==> config.mk <==
export PLATFORM = sky130hd
export DESIGN_NAME = serial_subtractor
export DESIGN_NICKNAME = d
export VERILOG_FILES = /design/src/rtl/serial_arith_defs.sv /design/src/rtl/full_subtractor_serial.sv /design/src/rtl/serial_subtractor.sv
export SDC_FILE = /design/constraint.sdc
export NUM_CORES = 1
export LEC_CHECK = 0
export CORE_MARGIN = 2
export CORE_UTILIZATION = 35
export CTS_BUF_LIST = sky130_fd_sc_hd__clkbuf_4 sky130_fd_sc_hd__clkbuf_8 sky130_fd_sc_hd__clkbuf_16
export DETAILED_ROUTE_END_ITERATION = 12
export HOLD_SLACK_MARGIN = 0.06
export SYNTH_ARGS = -nofsm -noshare
export SYNTH_HDL_FRONTEND = slang
export SYNTH_SLANG_ARGS = --single-unit
export TNS_END_PERCENT = 30
==> constraint.sdc <==
create_clock -name clk -period 1.1 [get_ports clk]
set_input_delay 0.22 -clock clk [delete_from_list [all_inputs] [get_ports clk]]
set_output_delay 0.22 -clock clk [all_outputs]
set_load 0.02 [all_outputs]
==> src/rtl/serial_arith_defs.sv <==
// Shared definitions for the bit-serial adder/subtractor datapaths:
// FSM state encodings and the default operand width used by their benches.
package serial_arith_defs;

  typedef enum logic [1:0] {
    ST_IDLE  = 2'd0,
    ST_SHIFT = 2'd1,
    ST_DONE  = 2'd2
  } state_t;

  localparam int SERIAL_WIDTH = 4;

  // Width of a bit counter that must reach w without wrapping
  function automatic int count_width(input int w);
    return (w < 1) ? 1 : $clog2(w + 1);
  endfunction

endpackage

==> src/rtl/full_subtractor_serial.sv <==
// Combinational one-bit subtractor cell: computes x - y - bin.
module full_subtractor_serial (
  input  logic x,
  input  logic y,
  input  logic bin,
  output logic diff,
  output logic bout
);

  assign diff = x ^ y ^ bin;
  assign bout = (~x & y) | (~(x ^ y) & bin);

endmodule

==> src/rtl/serial_subtractor.sv <==
// Bit-serial unsigned subtractor (a - b, LSB first) with start/busy/done
// sequencing, parallel operand load and parallel result collection.
module serial_subtractor
  import serial_arith_defs::*;
#(
  parameter int WIDTH = SERIAL_WIDTH
) (
  input  logic             clk,
  input  logic             rst,
  input  logic             start,
  input  logic [WIDTH-1:0] a,
  input  logic [WIDTH-1:0] b,
  output logic             busy,
  output logic             diff_bit,
  output logic             borrow_bit,
  output logic [WIDTH-1:0] result,
  output logic             borrow_out,
  output logic             done
);

  localparam int CW = count_width(WIDTH);
  localparam logic [CW-1:0] LAST_CNT = CW'(WIDTH - 1);
  localparam logic [CW-1:0] CNT_ONE  = CW'(1);

  state_t           state_r;
  logic [WIDTH-1:0] a_sr_r;
  logic [WIDTH-1:0] b_sr_r;
  logic [WIDTH-1:0] result_r;
  logic [CW-1:0]    count_r;
  logic             borrow_ff_r;
  logic             borrow_out_r;
  logic             busy_r;
  logic             done_r;

  logic             cell_diff_s;
  logic             cell_bout_s;
  logic             diff_bit_s;
  logic             borrow_bit_s;
  logic [WIDTH:0]   result_ext_s;

  full_subtractor_serial u_cell (
    .x    (a_sr_r[0]),
    .y    (b_sr_r[0]),
    .bin  (borrow_ff_r),
    .diff (cell_diff_s),
    .bout (cell_bout_s)
  );

  // Serial outputs only show the bit cell while shifting
  always_comb begin
    diff_bit_s   = 1'b0;
    borrow_bit_s = 1'b0;
    if (state_r == ST_SHIFT) begin
      diff_bit_s   = cell_diff_s;
      borrow_bit_s = cell_bout_s;
    end else begin
      diff_bit_s   = 1'b0;
      borrow_bit_s = 1'b0;
    end
  end

  // New difference bit enters at the MSB; works for WIDTH == 1 as well
  assign result_ext_s = {diff_bit_s, result_r};

  // Sequencing FSM, operand shift registers, borrow FF, counter and result
  always_ff @(posedge clk) begin
    if (!rst) begin
      state_r      <= ST_IDLE;
      a_sr_r       <= {WIDTH{1'b0}};
      b_sr_r       <= {WIDTH{1'b0}};
      result_r     <= {WIDTH{1'b0}};
      count_r      <= {CW{1'b0}};
      borrow_ff_r  <= 1'b0;
      borrow_out_r <= 1'b0;
      busy_r       <= 1'b0;
      done_r       <= 1'b0;
    end else begin
      case (state_r)
        ST_IDLE, ST_DONE: begin
          if (start) begin
            state_r      <= ST_SHIFT;
            a_sr_r       <= a;
            b_sr_r       <= b;
            result_r     <= {WIDTH{1'b0}};
            count_r      <= {CW{1'b0}};
            borrow_ff_r  <= 1'b0;
            borrow_out_r <= 1'b0;
            busy_r       <= 1'b1;
            done_r       <= 1'b0;
          end else begin
            state_r <= state_r;
          end
        end
        ST_SHIFT: begin
          result_r    <= result_ext_s[WIDTH:1];
          borrow_ff_r <= borrow_bit_s;
          a_sr_r      <= a_sr_r >> 1;
          b_sr_r      <= b_sr_r >> 1;
          count_r     <= count_r + CNT_ONE;
          if (count_r == LAST_CNT) begin
            state_r      <= ST_DONE;
            borrow_out_r <= borrow_bit_s;
            busy_r       <= 1'b0;
            done_r       <= 1'b1;
          end else begin
            state_r <= ST_SHIFT;
          end
        end
        default: begin
          state_r <= ST_IDLE;
          busy_r  <= 1'b0;
          done_r  <= 1'b0;
        end
      endcase
    end
  end

  assign busy       = busy_r;
  assign done       = done_r;
  assign result     = result_r;
  assign borrow_out = borrow_out_r;
  assign diff_bit   = diff_bit_s;
  assign borrow_bit = borrow_bit_s;

endmodule

; ---- Word-level counts from Yosys, hierarchy flattened
; Cells that the tools add are included.
; W data, S select, Z words.
[op_classes]
n_reduce_logical = 6
n_eq_ne = 5
n_mux = 22
addsub = 1
bitwise = 7
[op_table]
columns = op, count
row1 = $pmux W4 S2, 3
row2 = $mux W4, 3
row3 = $pmux W1 S2, 4
row4 = $mux W1, 7
row5 = $pmux W3 S2, 1
row6 = $mux W2, 2
row7 = $pmux W2 S2, 1
row8 = $reduce_and A2 Y1, 2
row9 = $add A3 B1 Y3 const B, 1
row10 = $eq A3 B2 Y1 const B, 1
row11 = $mux W3, 1
row12 = $reduce_and A3 Y1, 1
row13 = $and A1 B1 Y1, 2
row14 = $eq A2 B1 Y1 const B, 1
row15 = $eq A2 B2 Y1 const B, 1
row16 = $logic_not A2 Y1, 1
row17 = $ne A2 B1 Y1 const B, 1
row18 = $ne A2 B2 Y1 const B, 1
row19 = $not A1 Y1, 2
row20 = $reduce_bool A2 Y1, 1
row21 = $reduce_or A2 Y1, 1
row22 = $xor A1 B1 Y1, 2
row23 = $or A1 B1 Y1, 1
[word_totals]
wordCells = 50
regBits = 21
input_bits = 11
out_inout_bits = 9

; ---- Logic depth before layout (Yosys ltp)
; Gate-level depths: netlist of run 1.
[logic_depth]
depth_word = 7
mapped_depth = 5
mapped_depth_nobuf = 5

; ---- Cells and area by module
; A second synthesis of run 1 with hierarchy kept.
[unflattened]
cells_unflattened = 110
hier_area_um2 = 924.6
[by_module_without_submodules]
columns = mod, cells_per_inst, seq_area_each_um2, instances, area_per_inst_um2
row1 = serial_subtractor, 106, 420.4, 1, 893.4
row2 = full_subtractor_serial, 4, 0.0, 1, 31.3

; ---- Worst setup path before layout of run 1
; Ideal clock, no wire load.
[synth_timing]
kind = register -> output
startpoint = register a_sr_r[0]
endpoint = output diff_bit
path_buffers = 0
arrival_time_ns = 1.035
required_ns = 0.880
path_stages_with_launch = 4
setup_slack_ns = -0.155
path_cell_list = dfxtp_1 inv_1 fa_1 nor2_2
[synth_between]
elab_chain_cells = 3
[synth_lines]
columns = element, line_no
row1 = "start, declared", serial_subtractor.sv:26  ; logic [WIDTH-1:0] a_sr_r;
row2 = "start signal, assigned", serial_subtractor.sv:69  ; a_sr_r <= {WIDTH{1'b0}};
row3 = "start signal, assigned", serial_subtractor.sv:97  ; a_sr_r <= a_sr_r >> 1;
row4 = $xor A1 B1 Y1 (2 in series), full_subtractor_serial.sv:10  ; assign diff = x ^ y ^ bin;
row5 = $mux W1, serial_subtractor.sv:53  ; if (state_r == ST_SHIFT) begin
row6 = "end, declared", serial_subtractor.sv:14  ; output logic diff_bit,
; Every way passes these cells.

; ---- Worst setup path in the final report of run 1
[layout_timing]
startpoint = register borrow_ff_r
endpoint = output diff_bit
[layout_between]
elab_chain_cells = 2
[layout_lines]
columns = element, line_no
row1 = "start, declared", serial_subtractor.sv:30  ; logic borrow_ff_r;
row2 = "start signal, assigned", serial_subtractor.sv:96  ; borrow_ff_r <= borrow_bit_s;
row3 = $xor A1 B1 Y1, full_subtractor_serial.sv:10
row4 = $mux W1, serial_subtractor.sv:53
; Every way passes these cells.

==> run summary, run 1 <==
The checks that failed: negative setup slack. After floorplanning, the core was divided into 18 placement rows. The worst register-to-register path begins at state_r[0]. After global routing the overflow that remains totals 0. Summed over all cells, the static leakage comes to 0.593 nW. The critical path's largest stage delay is 0.59 ns.

The number of top-level pins is 20. The combined buffer and inverter count along the critical path is 1. The post-synth design cell area came out at 916 um^2. The average routed wire per standard cell is 12.4 um. The non-filler instance count after layout is 178. The number of antenna diodes is 0. The worst-case reg-to-reg path depth came out at 7.

Relative to the synthesized area, the layout overhead comes to 52.6%. The all-layer global routing usage came out at 15.1%. The final net count came out at 163. The required time of the critical path is 0.88 ns. Across the run, the number of max-cap violations was 0.

The flow ran to the end, but the final reports show violations. The first-pass GRT wire length is 3220 um. The post-detailed-routing wire length came out at 2200 um. The number of DRC violations after detailed-routing iteration 0 is 10. VDD sags by at most 0.000704 V. The setup clock skew after layout came out at 0.0137 ns. In this run the vertical extent of the chip is 55.2 um. The cell with the largest stage delay on the worst path is sky130_fd_sc_hd__fa_2. The number of failing setup endpoints in the final timing report is 12. The relative slew slack is 87.7%. The placed cell count is 168.

The count of clock tree sinks came out at 21. The clock-pin transition on the worst setup and hold timing paths came out at 0.13 ns. A synthesized cell averages 8.56 um^2.

The total net switching power came out at 0.000432 W. The number of antenna violations at the first check in global routing came out at 0. Traced cell by cell, the critical path runs through fa_2, nor2_4, buf_6. The number of instances in the synthesized netlist came out at 107. The worst path arrival time is 1.42 ns. The number of failing hold endpoints at the final stage is 0. The post-route netlist has 37.2% of its cells at a drive strength greater than 1. Setup repair after global routing could not meet its margin everywhere.

The vias per cell is 4.88. In this run the register-to-register setup slack is -0.16 ns. The depth of the CTS H-tree came out at 1. Per report_power, the combinational group accounts for 23.5% of the total. The total stage count of the critical path is 3.

The slew at the pin closest to its max-slew limit came out at 0.184 ns. The total of flip-flops plus latches after synthesis came out at 21. The worst setup path is launched from a flip-flop. The power density of the placed cells is 1130 nW/um^2. The number of cells traversed by the worst hold path came out at 4.

The worst setup path is of the reg2out kind. The most critical setup path has its startpoint at borrow_ff_r. The number of warnings reported in the yosys synthesis log came out at 0. The worst path uses 149% of the clock period.

Across all setup checks in the final design, the least slack found is -0.539 ns. Entering global routing, the biggest net connects 23 pins. The number of buffers added on ports is 19. The internal portion of total power is 0.00114 W. The initial standard-cell utilization of the core came out at 37.0%. The clock network fraction of total power came out at 24.1%. For this run, the register share of the synthesized area comes to 45.9%. The count of unresolved DRC violations after routing is 0. The pre-antenna-repair detailed-routing pass consisted of 4 iterations. The clock period minus final worst setup slack is 1.64 ns. The root buffer selected by CTS is sky130_fd_sc_hd__clkbuf_4.

The clock latency at the later pin of the worst-skew pair is 0.31 ns. The area of the die is 3040 um^2. The number of slew-limit violations in the final report is 0.

The register share of total power came out at 52.4%. The share of total power consumed by net switching is 27.4%. The largest fanout of any net on the critical path is 2. The number of buffers inserted during clock tree synthesis is 3. The area of the placeable core came out at 2480 um^2. The endpoint of the worst register-to-register path is count_r[2]. The worst hold slack came out at 0.392 ns. The width of the chip is 55.2 um. The TritonCTS clock tree is yes.

The maximum clock path buffer count is 2. The kind of cell with the highest combined delay along the critical path is adder cells. Across all layers, the routed design uses 868 vias. The final estimated routing congestion in global placement is 0.688. The achievable clock frequency came out at 0.610 GHz. The final core utilization came out at 56.4%. The number of global-route vias before repair was 767.

The count of different cell masters after synthesis came out at 25. The post-detailed-route count of antenna-violating nets is 0. The HPWL after detailed placement is 1430 um. The worst setup path is captured at an output port. The type of the most critical hold path is in2reg. The critical path ends at diff_bit. The net count after synthesis came out at 121.
[through the flow]
stage / TNS, ns / worst slack (ns) / area (um^2) / total power (W)
after floorplan: -0.363 / -0.134 / 923 / 0.00101
after global placement: -6.73 / -0.666 / 1250 / 0.00113
after detailed placement: -7.13 / -0.698 / 1250 / 0.00113
after CTS: -1.63 / -0.584 / 1280 / 0.00152
after global routing: -2.87 / -0.588 / 1400 / 0.00167
final: -1.89 / -0.539 / 1400 / 0.00158
[area by class of cell]
cell class | instances | area (um^2)
repair buffers | 44 | 394
clock buffers | 3 | 22.5
multi-input cells | 76 | 499
inverters | 3 | 11.3
clock inverters | 1 | 5.00
fillers | 237 | 1080
flip-flops and latches | 21 | 428
well taps | 30 | 37.5
[cells by family (layout without fill, tap and decap cells)]
| kind of cell | count (synthesis) | count (layout) | share of synthesized area, % |
|---|---|---|---|
| compound gates | 28 | 28 | 20.1 |
| simple gates | 45 | 45 | 23.1 |
| fa+ha+maj | 3 | 3 | 4.92 |
| flops | 21 | 21 | 45.9 |
| buf+inv | 10 | 51 | 6.01 |
[synthesized netlist by cell type, drive strengths merged]
master / number / area, um^2
o21a: 4 / 30.0
buf: 5 / 36.3
o21ai: 8 / 40.0
o32ai: 1 / 8.76
nand3b: 1 / 7.51
a21boi: 9 / 67.6
nor2b: 2 / 12.5
and3: 3 / 18.8
nand3: 8 / 40.0
clkbuf: 2 / 7.51
a31oi: 6 / 37.5
dfxtp: 21 / 420
nor2: 5 / 21.3
ha: 2 / 25.0
nand2b: 2 / 12.5
fa: 1 / 20.0
nand2: 20 / 75.1
nor3: 1 / 5.00
and2: 3 / 18.8
inv: 3 / 11.3
[layer usage]
layer | global-route usage (%) | routed length [um] | vias to the layer above
li1 | - | - | 449
met1 | 17.4 | 960 | 404
met2 | 27.6 | 1160 | 13
met3 | 2.42 | 73 | 2
met4 | 6.10 | 10 | 0
met5 | 0 | 0 | -
[worst min-delay path: stages]
cell and delay, ns:
sky130_fd_sc_hd__dlymetal6s2s_1 0.17, sky130_fd_sc_hd__nand2b_4 0.11, sky130_fd_sc_hd__nand3_1 0.09, sky130_fd_sc_hd__a21boi_1 0.06
[cells in the final DEF, fill, tap and decap left out, types with 5 or more instances in the layout]
| cell | Yosys | routed |
|---|---|---|
| sky130_fd_sc_hd__a31oi_1 | 6 | 6 |
| sky130_fd_sc_hd__o21ai_1 | 5 | 5 |
| sky130_fd_sc_hd__a21boi_1 | 9 | 9 |
| sky130_fd_sc_hd__clkdlybuf4s50_1 | 0 | 9 |
| sky130_fd_sc_hd__buf_6 | 1 | 5 |
| sky130_fd_sc_hd__nand2_1 | 20 | 20 |
| sky130_fd_sc_hd__nand3_1 | 8 | 8 |
| sky130_fd_sc_hd__buf_4 | 2 | 20 |
| sky130_fd_sc_hd__buf_2 | 2 | 6 |
| sky130_fd_sc_hd__dfxtp_1 | 21 | 17 |
[power by group through the flow]
stage	combinational (W)	clock (W)	sequential (W)
after floorplan	0.000159	0	0.000848
after detailed placement	0.000294	0	0.000839
after CTS	0.000304	0.000394	0.000824
after global placement	0.000289	0	0.000838
final	0.000370	0.000380	0.000825
after global routing	0.000406	0.000429	0.000831
[worst min path at each step]
| stage | start | to | slack (ns) |
|---|---|---|---|
| after detailed placement | b_sr_r[3] | b_sr_r[3] | 0.46 |
| after CTS | b[3] | b_sr_r[3] | 0.44 |
| final | start | borrow_out | 0.39 |
| after global placement | b_sr_r[3] | b_sr_r[3] | 0.45 |
| after global routing | start | borrow_out | 0.40 |
| after floorplan | a[3] | a_sr_r[3] | 0.35 |
[sequential cells by signal, summed over array words and instances, names as in the netlist]
register,count
state_r,2
a_sr_r,4
busy,1
borrow_out,1
count_r,3
borrow_ff_r,1
done,1
result,4
b_sr_r,4
[repair_timing]
| item | CTS | global route |
|---|---|---|
| gates resized for setup | 50 | 20 |
| endpoints found under the setup margin | 28 | 23 |
| gates cloned | 0 | 2 |
| pin swaps | 2 | 13 |
| hold buffers | 0 | 0 |
| buffers inserted | 0 | 4 |
No activity file was read; power rests on OpenSTA's default activity.
==> inputs of run 2 (changes only) <==
CTS_BUF_LIST = sky130_fd_sc_hd__clkbuf_2   (was sky130_fd_sc_hd__clkbuf_4 sky130_fd_sc_hd__clkbuf_8 sky130_fd_sc_hd__clkbuf_16)
==> run summary, run 2 (same netlist as run 1, synthesis figures left out) <==
The launching point of the worst reg2reg path is borrow_ff_r. The number of rows in the core area came out at 18. In this run the number of H-tree levels came out at 1. The worst hold path begins at b[3]. Leaving out fill and tap cells, the most frequent cells in the layout are sky130_fd_sc_hd__buf_4, sky130_fd_sc_hd__nand2_1, sky130_fd_sc_hd__dfxtp_2. The path with the worst hold slack has its endpoint at b_sr_r[3]. The clock-pin transition on the worst setup and hold timing paths is 0.21 ns.

The number of slew-limit violations in the final report came out at 0. For this design the static power due to leakage is 0.615 nW. The first-pass GRT wire length came out at 3170 um. The number of cells traversed by the worst hold path is 3. The critical path in this run is classified as reg2out.

The initial utilization of the core area, before any placement, comes to 37.0%. No sink is reached through more buffers than the 2 on the longest clock path. The signal on the critical path passes through fa_2, nor2_4, buf_6. The layout cell share with drive strength beyond 1 came out at 51.3%. The number of buffers added on ports came out at 19.

The worst path in the final design needs a cycle of 1.69 ns, including I/O delays and setup. The worst path arrival time came out at 1.47 ns. The overall power is 0.00158 W.

The type of the most critical hold path is in2reg. The max-cap check violation count came out at 0. Leaving out filler cells and counting taps, the final layout contains 180.

The pre-CTS setup slack came out at -0.698 ns. VDD sags by at most 0.000674 V. The post-detailed-route count of antenna-violating nets came out at 0. The worst-case reg-to-reg path depth came out at 3. The number of global-route vias before repair came out at 761.

In this design, the stage delay of the slowest critical-path cell is 0.59 ns. The register-to-register setup slack came out at -0.15 ns. The number of DRC violations after detailed-routing iteration 0 is 7. The relative slew slack came out at 85.9%. The TritonCTS clock tree is yes. The vias per cell is 4.96. The required time of the critical path came out at 0.88 ns. The endpoint of the worst register-to-register path is result[3]. The via count came out at 892. The layout filler cell count is 221.

Entering global routing, the biggest net connects 23 pins. The clock latency at the later pin of the worst-skew pair came out at 0.33 ns. The largest individual stage delay along the critical path comes from the cell sky130_fd_sc_hd__fa_2.

The most common cell after layout, fill and taps aside is sky130_fd_sc_hd__buf_4. The number of buffers inserted during clock tree synthesis came out at 3. The vertical die dimension is 55.2 um. The total congestion overflow after global routing is 0.

The total negative setup slack came out at -1.43 ns. The slew at the pin closest to its max-slew limit is 0.211 ns. The number of iterations in the first detailed-routing pass is 4. The area of the die is 3040 um^2. Setup repair after global routing could not meet its margin everywhere. The setup clock skew after layout came out at 0.00627 ns. The final reports fail on negative setup slack. The relative area change from synthesis to final layout came out at 66.8%. The region available for standard cell placement spans 2480 um^2. The HPWL after detailed placement is 1430 um. The post-detailed-routing wire length came out at 2340 um. Global routing consumed, over all layers together, 14.9% of the routing resources. The number of failing hold endpoints at the final stage came out at 0. The average routed wire per standard cell came out at 13.0 um. The number of antenna violations at the first check in global routing is 0. The repair_antennas step left the layout with diodes totalling 0. The clock net in this run drives a total of 21 sinks. The number of failing setup endpoints in the final timing report is 12. For this design the ratio of total power to cell area is 1030 nW/um^2. The run finished, with violations left.

In the routed design, unresolved DRC markers number 0. The final setup slack of the worst path is -0.587 ns. The root buffer selected by CTS is sky130_fd_sc_hd__clkbuf_2. The largest fanout of any net on the critical path came out at 2. Timing would allow up to 0.593 GHz. The number of top-level pins came out at 20. The final estimated routing congestion in global placement came out at 0.688. STA classifies the critical path startpoint as a flip-flop.

In the finished design, the share of the clock period the worst path needs comes to 153%. The final net count came out at 165. The die is 55.2 um wide. The worst setup path is captured at an output port. The worst hold slack came out at 0.402 ns.

Once placement completed, the tool counted placed cells totaling 168.
## run 2: cell count changes in the layout (fill, tap and decap cells not counted), moves of 3 or more
| cell | before | now |
|---|---|---|
| sky130_fd_sc_hd__a21boi_1 | 9 | 6 |
| sky130_fd_sc_hd__a21boi_2 | 0 | 3 |
| sky130_fd_sc_hd__buf_2 | 6 | 0 |
| sky130_fd_sc_hd__buf_6 | 5 | 11 |
| sky130_fd_sc_hd__clkbuf_2 | 0 | 3 |
| sky130_fd_sc_hd__clkbuf_4 | 3 | 0 |
| sky130_fd_sc_hd__dfxtp_1 | 17 | 8 |
| sky130_fd_sc_hd__dfxtp_2 | 3 | 12 |
| sky130_fd_sc_hd__nand3_1 | 8 | 4 |
| sky130_fd_sc_hd__nand3_2 | 0 | 4 |
## run 2: repair_timing
item                                   4_1_cts  5_1_grt
hold buffers                                 0        0
setup endpoints to repair                   28       30
gates resized for setup                     54       49
gates cloned                                 0        3
pin swaps                                    0       20
endpoints found under the hold margin        0        0
buffers inserted                             1        4
## run 2: metrics by stage
| step | util, % | area, um^2 |
|---|---|---|
| 3_5_place_dp | 50.5 | 1250 |
| 3_3_place_gp | 50.5 | 1250 |
| 2_1_floorplan | - | 923 |
| 6_report | 61.7 | 1530 |
| 5_1_grt | 61.7 | 1530 |
| 4_1_cts | 51.2 | 1270 |
## run 2: report_power, final
group / switching (W) / leakage, nW / total [W] / internal [W]
clock: 0.000250 / 0.0164 / 0.000332 / 0.0000824
combinational: 0.000181 / 0.421 / 0.000412 / 0.000231
sequential: 0.0000269 / 0.178 / 0.000833 / 0.000806
## run 2: layout make-up
type	count	area (um^2)	share of cell area (%)
Inverter	3	11.3	0.737
Clock inverter	1	5.00	0.328
Multi-Input combinational cell	76	558	36.5
Tap cell	30	37.5	2.46
Timing Repair Buffer	46	462	30.2
Clock buffer	3	15.0	0.983
Sequential cell	21	439	28.7
## run 2: routing by layer
metal / track usage, % / vias to the layer above / share of wire, %
li1: - / 452 / -
met1: 17.1 / 419 / 44
met2: 26.8 / 19 / 52
met3: 2.42 / 2 / 3.5
met4: 7.32 / 0 / 0.81
met5: 0 / - / 0
## run 2: how the worst max path moves through the flow
stage	startpoint	end	slack [ns]	depth (start not counted)
2_1_floorplan	borrow_ff_r	result[3]	-0.13	3
3_3_place_gp	a_sr_r[0]	diff_bit	-0.67	4
3_5_place_dp	a_sr_r[0]	diff_bit	-0.70	4
4_1_cts	borrow_ff_r	diff_bit	-0.60	3
5_1_grt	borrow_ff_r	diff_bit	-0.66	3
6_report	borrow_ff_r	diff_bit	-0.59	3
## run 2: critical path: cells and delay by family (launching register included)
family        cells  cell delay [ns]
fa+ha+maj         1             0.59
flops             1             0.38
buf+inv           1             0.12
simple gates      1             0.05
==> inputs of run 3 (changes only) <==
CORE_MARGIN = default   (was 2)
==> run summary, run 3 (same netlist as run 1, synthesis figures left out) <==
Summed over all nets, wire length on met3 after detailed routing comes to 55 um. The clock-pin transition on the worst setup and hold timing paths is 0.19 ns. The count of clock tree sinks came out at 21. The total negative setup slack is -2.01 ns.

The critical path is of the reg2out type. The clock period minus final worst setup slack is 1.66 ns. The count of unresolved DRC violations after routing is 0.

The relative slew slack is 85.9%. The clock network accounts for 20.4% of the total power. The number of buffers inserted during clock tree synthesis is 3. The max-cap check violation count came out at 0. Sequential cells burn 53.7% of the power.

The width of the chip is 53.2 um. Setup repair after global routing could not meet its margin everywhere. Summed over all nets, the half-perimeter wirelength after detailed placement is 1450 um.

The logic gate share of total power came out at 25.8%. Dividing total power by cell area gives a power density of 1050 nW/um^2. Clock latency on the worst-skew pair, taken at its later pin, is 0.32 ns. Hold is met by 0.428 ns. The category of the worst setup path launch point is a flip-flop. The all-layer global routing usage is 16.3%. The area of the placeable core is 2480 um^2.

The total net switching power is 0.000427 W. For this block, the initial DRC count from the detailed router was 9. TritonCTS built the clock tree.

The vertical die dimension came out at 53.2 um. The number of slew-limit violations in the final report came to 0. The first global-routing pass estimated 3240 um of wire. The detailed router put a total of 1070 um of wire on met1. Wire segments on met2 add up to 1060 um in the final route. At the pin with the least slew margin, the transition time is 0.211 ns. The root buffer selected by CTS is sky130_fd_sc_hd__clkbuf_2.

The number of rows in the core area is 18. The number of antenna violations at the first check in global routing is 0. The overall power is 0.00154 W. The most common cell after layout, fill and taps aside is sky130_fd_sc_hd__buf_4.

The worst path arrival time is 1.44 ns. The relative area change from synthesis to final layout came out at 59.8%. The initial standard-cell utilization of the core came out at 37.0%. The floorplan step defined a die boundary enclosing 2830 um^2. The vias per cell came out at 4.82. Along the worst path, the maximum fanout reaches 2. STA classifies the critical path endpoint as an output port.

The via count is 873. The number of global-route vias before repair is 754. The highest layer touched by signal routing is met4. The library cells used most frequently in the layout, excluding fill and tap cells, are sky130_fd_sc_hd__buf_4, sky130_fd_sc_hd__nand2_1, sky130_fd_sc_hd__dfxtp_2. Once placement completed, the tool counted placed cells totaling 170. The worst-case IR drop observed on VDD is 0.000881 V. The final reports fail on negative setup slack. The number of antenna diodes is 0. The layout cell share with drive strength beyond 1 is 43.7%.

The final estimated routing congestion in global placement is 0.733. The final cycle utilization of the critical path is 151%. The average routed wire per standard cell is 12.2 um. The first TritonRoute pass finished after 4 iterations.

The share of total power consumed by net switching is 27.7%. The setup clock skew after layout came out at 0.00282 ns. The maximum number of pins on one net before global-route repair came out at 23. The post-detailed-route count of antenna-violating nets came out at 0. The flow ran to the end, but the final reports show violations.

The number of buffers added on ports came out at 19. The total congestion overflow after global routing came out at 0. The maximum clock path buffer count is 2. For this block, the routed nets add up to 2220 um of wire. The achievable clock frequency came out at 0.603 GHz. The number of top-level pins came out at 20. The required time of the critical path is 0.88 ns. After the flow finishes, the layout carries non-filler instances totaling 181.

The internal portion of total power came out at 0.00112 W. The leakage component of the power came out at 0.616 nW. The number of failing setup endpoints in the final timing report came out at 19. Across all setup checks in the final design, the least slack found is -0.558 ns.

The final net count came out at 166. The worst hold path belongs to the class in2reg. The number of failing hold endpoints at the final stage is 0. The depth of the CTS H-tree is 1.
-- run 3: changes by cell type in the layout (fill, tap and decap cells not counted), moves of 2 or more --
cell and change:
sky130_fd_sc_hd__buf_6 -3, sky130_fd_sc_hd__a21boi_1 +3, sky130_fd_sc_hd__nand3_1 +4, sky130_fd_sc_hd__o21ai_1 +5, sky130_fd_sc_hd__buf_8 -2, sky130_fd_sc_hd__o21ai_0 -2, sky130_fd_sc_hd__buf_4 +5, sky130_fd_sc_hd__nand3_2 -4
sky130_fd_sc_hd__a21boi_2 -3, sky130_fd_sc_hd__o21ai_2 -3
-- run 3: layout make-up --
type	count	area, um^2
well taps	30	37.5
clock buffers	3	15.0
repair buffers	47	455
fillers	218	1010
clock inverters	1	5.00
multi-input cells	76	500
inverters	3	11.3
flip-flops and latches	21	439
-- run 3: critical path, stage by stage, from the launching register on --
cell and delay (ns):
sky130_fd_sc_hd__dfxtp_2 0.37, sky130_fd_sc_hd__fa_2 0.59, sky130_fd_sc_hd__nor2_4 0.04, sky130_fd_sc_hd__buf_6 0.12
-- run 3: final timing paths --
path	start	end	slack (ns)	depth (start not counted)
min reg2reg	b_sr_r[3]	b_sr_r[3]	0.48	2
max	borrow_ff_r	diff_bit	-0.56	3
min	b[3]	b_sr_r[3]	0.43	3
max reg2reg	borrow_ff_r	result[3]	-0.25	4
-- run 3: what timing repair did --
item,CTS,global route
pin swaps,0,6
hold buffers,0,0
cloned,0,2
endpoints found under the hold margin,0,0
resized for setup,54,32
endpoints found under the setup margin,28,29
buffers inserted,1,4
-- run 3: stage by stage --
| stage | instance area, um^2 | setup slack [ns] | utilization, % |
|---|---|---|---|
| after CTS | 1280 | -0.590 | 51.9 |
| after floorplan | 923 | -0.134 | - |
| final | 1460 | -0.558 | 59.1 |
| after global routing | 1460 | -0.613 | 59.1 |
| after detailed placement | 1260 | -0.694 | 51.1 |
| after global placement | 1260 | -0.674 | 51.1 |
-- run 3: power groups by stage --
stage	Clock (W)	Sequential (W)	Combinational (W)
after detailed placement	0	0.000840	0.000306
after global routing	0.000361	0.000834	0.000433
final	0.000315	0.000829	0.000399
after CTS	0.000330	0.000827	0.000309
after floorplan	0	0.000848	0.000159
after global placement	0	0.000838	0.000300
-- run 3: routing by layer --
metal | vias up | track usage [%]
li1 | 452 | -
met1 | 403 | 19.4
met2 | 14 | 27.6
met3 | 4 | 3.45
met4 | 0 | 7.89
met5 | - | 0
==> RTL edit (flow settings as in run 3) <==
The package constant `SERIAL_WIDTH` goes from 4 to 6.
--- a/src/rtl/serial_arith_defs.sv
+++ b/src/rtl/serial_arith_defs.sv
@@ -10,3 +10,3 @@
 
-  localparam int SERIAL_WIDTH = 4;
+  localparam int SERIAL_WIDTH = 6;
 
Interface: changed (resized a, b and result); port bits go from 20 to 26. The function was not compared with the original's and may differ.
==> RTL edit against run 3 <==
The run still ends with setup timing left. Area after synthesis is 30% higher. Power grew 23%. Worst setup slack lost 47 ps. Sequential cell count increased by 6. Clock power grew 20%. Routed wire length is 22% higher. Via count increased by 27%. Combinational power up 14%. Final area increased by 25%. Final cell count up 24%. Utilization down 0.88 points.
==> RTL edit: results (changes against run 3) <==
Synthesis
  – Gate Count Post-Synth: 138 (+29%)
  – Unique masters post-synth: 31 (+24%)
  – Ys flop type: dfxtp_1
  – Top post-synthesis cells by area: dfxtp_1 45%, nand2_1 9.4%, a31oi_1 5.2%, o21ai_0 3.8%, a21boi_0 3.1%
  – Sequential element share of the synthesized area: 45.3% (-0.62 points)
  – Commonest cells post-synth: 30 x nand2_1, 27 x dfxtp_1, 10 x a31oi_1
  – Syn_nets: 156 (+29%)

Min path
  – Worst Hold Path Cells: 3 (unchanged)
  – WHS Endpoint: a_sr_r[5]
  – Hold Startpoint: a[5]
  – Worst hold path type: input port to flop

Placed design
  – Worst slack, placed: -682 ps (+12.3 ps)
  – DP HPWL: 1.72 mm (+19%)
  – Routability cong.: 0.801 (+9.3%)
  – Port Buf Inserts: 25 (+6)
  – Post-DP Area: 1580 µm² (+25%)
  – Placed Cells incl. Taps: 215 (+26%)

Drt
  – Met3 WL: 88 µm (+60%)
  – DR vias: 1105 (+27%)
  – Final WL: 2.71 mm (+22%)
  – WL met2: 1.38 mm (+30%)
  – Iteration-0 DRC Markers: 59 (+50)
  – Avg WL per Cell: 12.1 µm (-1.1%)
  – Routed length on met1: 1.23 mm (+15%)

Critical path
  – Kind of cell adding the most delay to the critical path: adder cells
  – CP Data Arrival Time: 1490 ps (+50 ps)
  – R2r setup slk: -240 ps
  – Reg2reg end: result[5]

Final layout
  – Layout cells sized above 1: 44.4% (+0.74 points)
  – Fin nets: 199 (+20%)
  – Antenna diodes: 0 (unchanged)

GRT
  – GR Layer Usage met1: 18.9% (-0.51 points)
  – Number of global-route vias before repair: 1033 (+37%)
  – Largest net degree at the start of global routing: 28 (+22%)
  – GRT Util Overall: 16.2% (-0.18 points)
  – Met3 usage: 4.48% (+1.0 points)
  – Initial antenna violation count: 0 (unchanged)
  – First-pass GRT wire length: 4.38 mm (+35%)
  – Met2 Use GR: 29.5% (+1.9 points)

STA
  – Skew final: 14.8 ps (+12.0 ps)
  – Final setup viols: 26 (+7)
  – Worst setup margin: -605 ps (-47.3 ps)
  – Slew HR: 83.5% (-2.4 points)

Status
  – Status: finished with violations
  – Failing checks: setup timing

Clock network
  – Clk_lat worst skew: 350 ps (+30 ps)
  – Post-CTS resize count: 86 (+59%)
  – Num CTS Buffers: 3 (unchanged)
  – Clk pin slew, worst setup/hold paths: 250 ps (+60 ps)
  – Post-CTS Setup Bufs: 2 (+1)

Power
  – P_comb: 0.456 mW (+14%)
  – Share of power burned in registers: 56.1% (+2.4 points)
  – Leakage: 0.715 nW (+16%)
  – Peak supply drop: 0.000759 V (-14%)
  – Int Power: 1.38 mW (+24%)
RTL edit: cell types whose count changed after synthesis, moves of 2 or more:
cell and delta:
o21ai_0 +6, dfxtp_1 +6, a21boi_1 -4, nand2_1 +10, buf_6 +2, and2_1 -2, a21oi_1 +2, a21boi_0 +5
a31oi_1 +4, o21ai_1 -3, and2b_1 +2
RTL edit: how the worst max path moves through the flow:
stage | slack [ps] | to | startpoint
4_1_cts | -640 | diff_bit | borrow_ff_r
5_1_grt | -680 | diff_bit | borrow_ff_r
3_3_place_gp | -670 | diff_bit | a_sr_r[0]
2_1_floorplan | -130 | result[5] | borrow_ff_r
3_5_place_dp | -680 | diff_bit | a_sr_r[0]
6_report | -610 | diff_bit | borrow_ff_r
RTL edit: worst min-delay path: stages:
cell and delay (ps):
clkdlybuf4s50_1 400, nand2_1 60, a21boi_1 50
RTL edit: cells by family after synthesis:
| group | synth area share [%] |
|---|---|
| adders and majority gates | 3.77 |
| xor gates and xnor gates | 0.734 |
| DFF | 45.3 |
| buffers and inverters | 7.44 |
| and+or+nand+nor | 22.0 |
| AOI/OAI and AO/OA | 20.8 |
RTL edit: area by class of cell:
cell class / instances / area (µm²)
Inverter: 2 / 7.51
Multi-Input combinational cell: 99 / 676
Sequential cell: 27 / 563
Clock buffer: 4 / 20.0
Tap cell: 44 / 55.1
Timing Repair Buffer: 48 / 514
Fill cell: 315 / 1320
RTL edit: through the flow:
stage	power, mW	hold WS (ps)	setup TNS [ps]	util (%)
after CTS	1.84	361	-3300	52.6
final	1.90	400	-2220	58.2
after detailed placement	1.44	458	-10660	50.0
after global routing	2.02	361	-4100	58.2
after global placement	1.43	441	-9800	50.0
after floorplan	1.30	352	-362	-
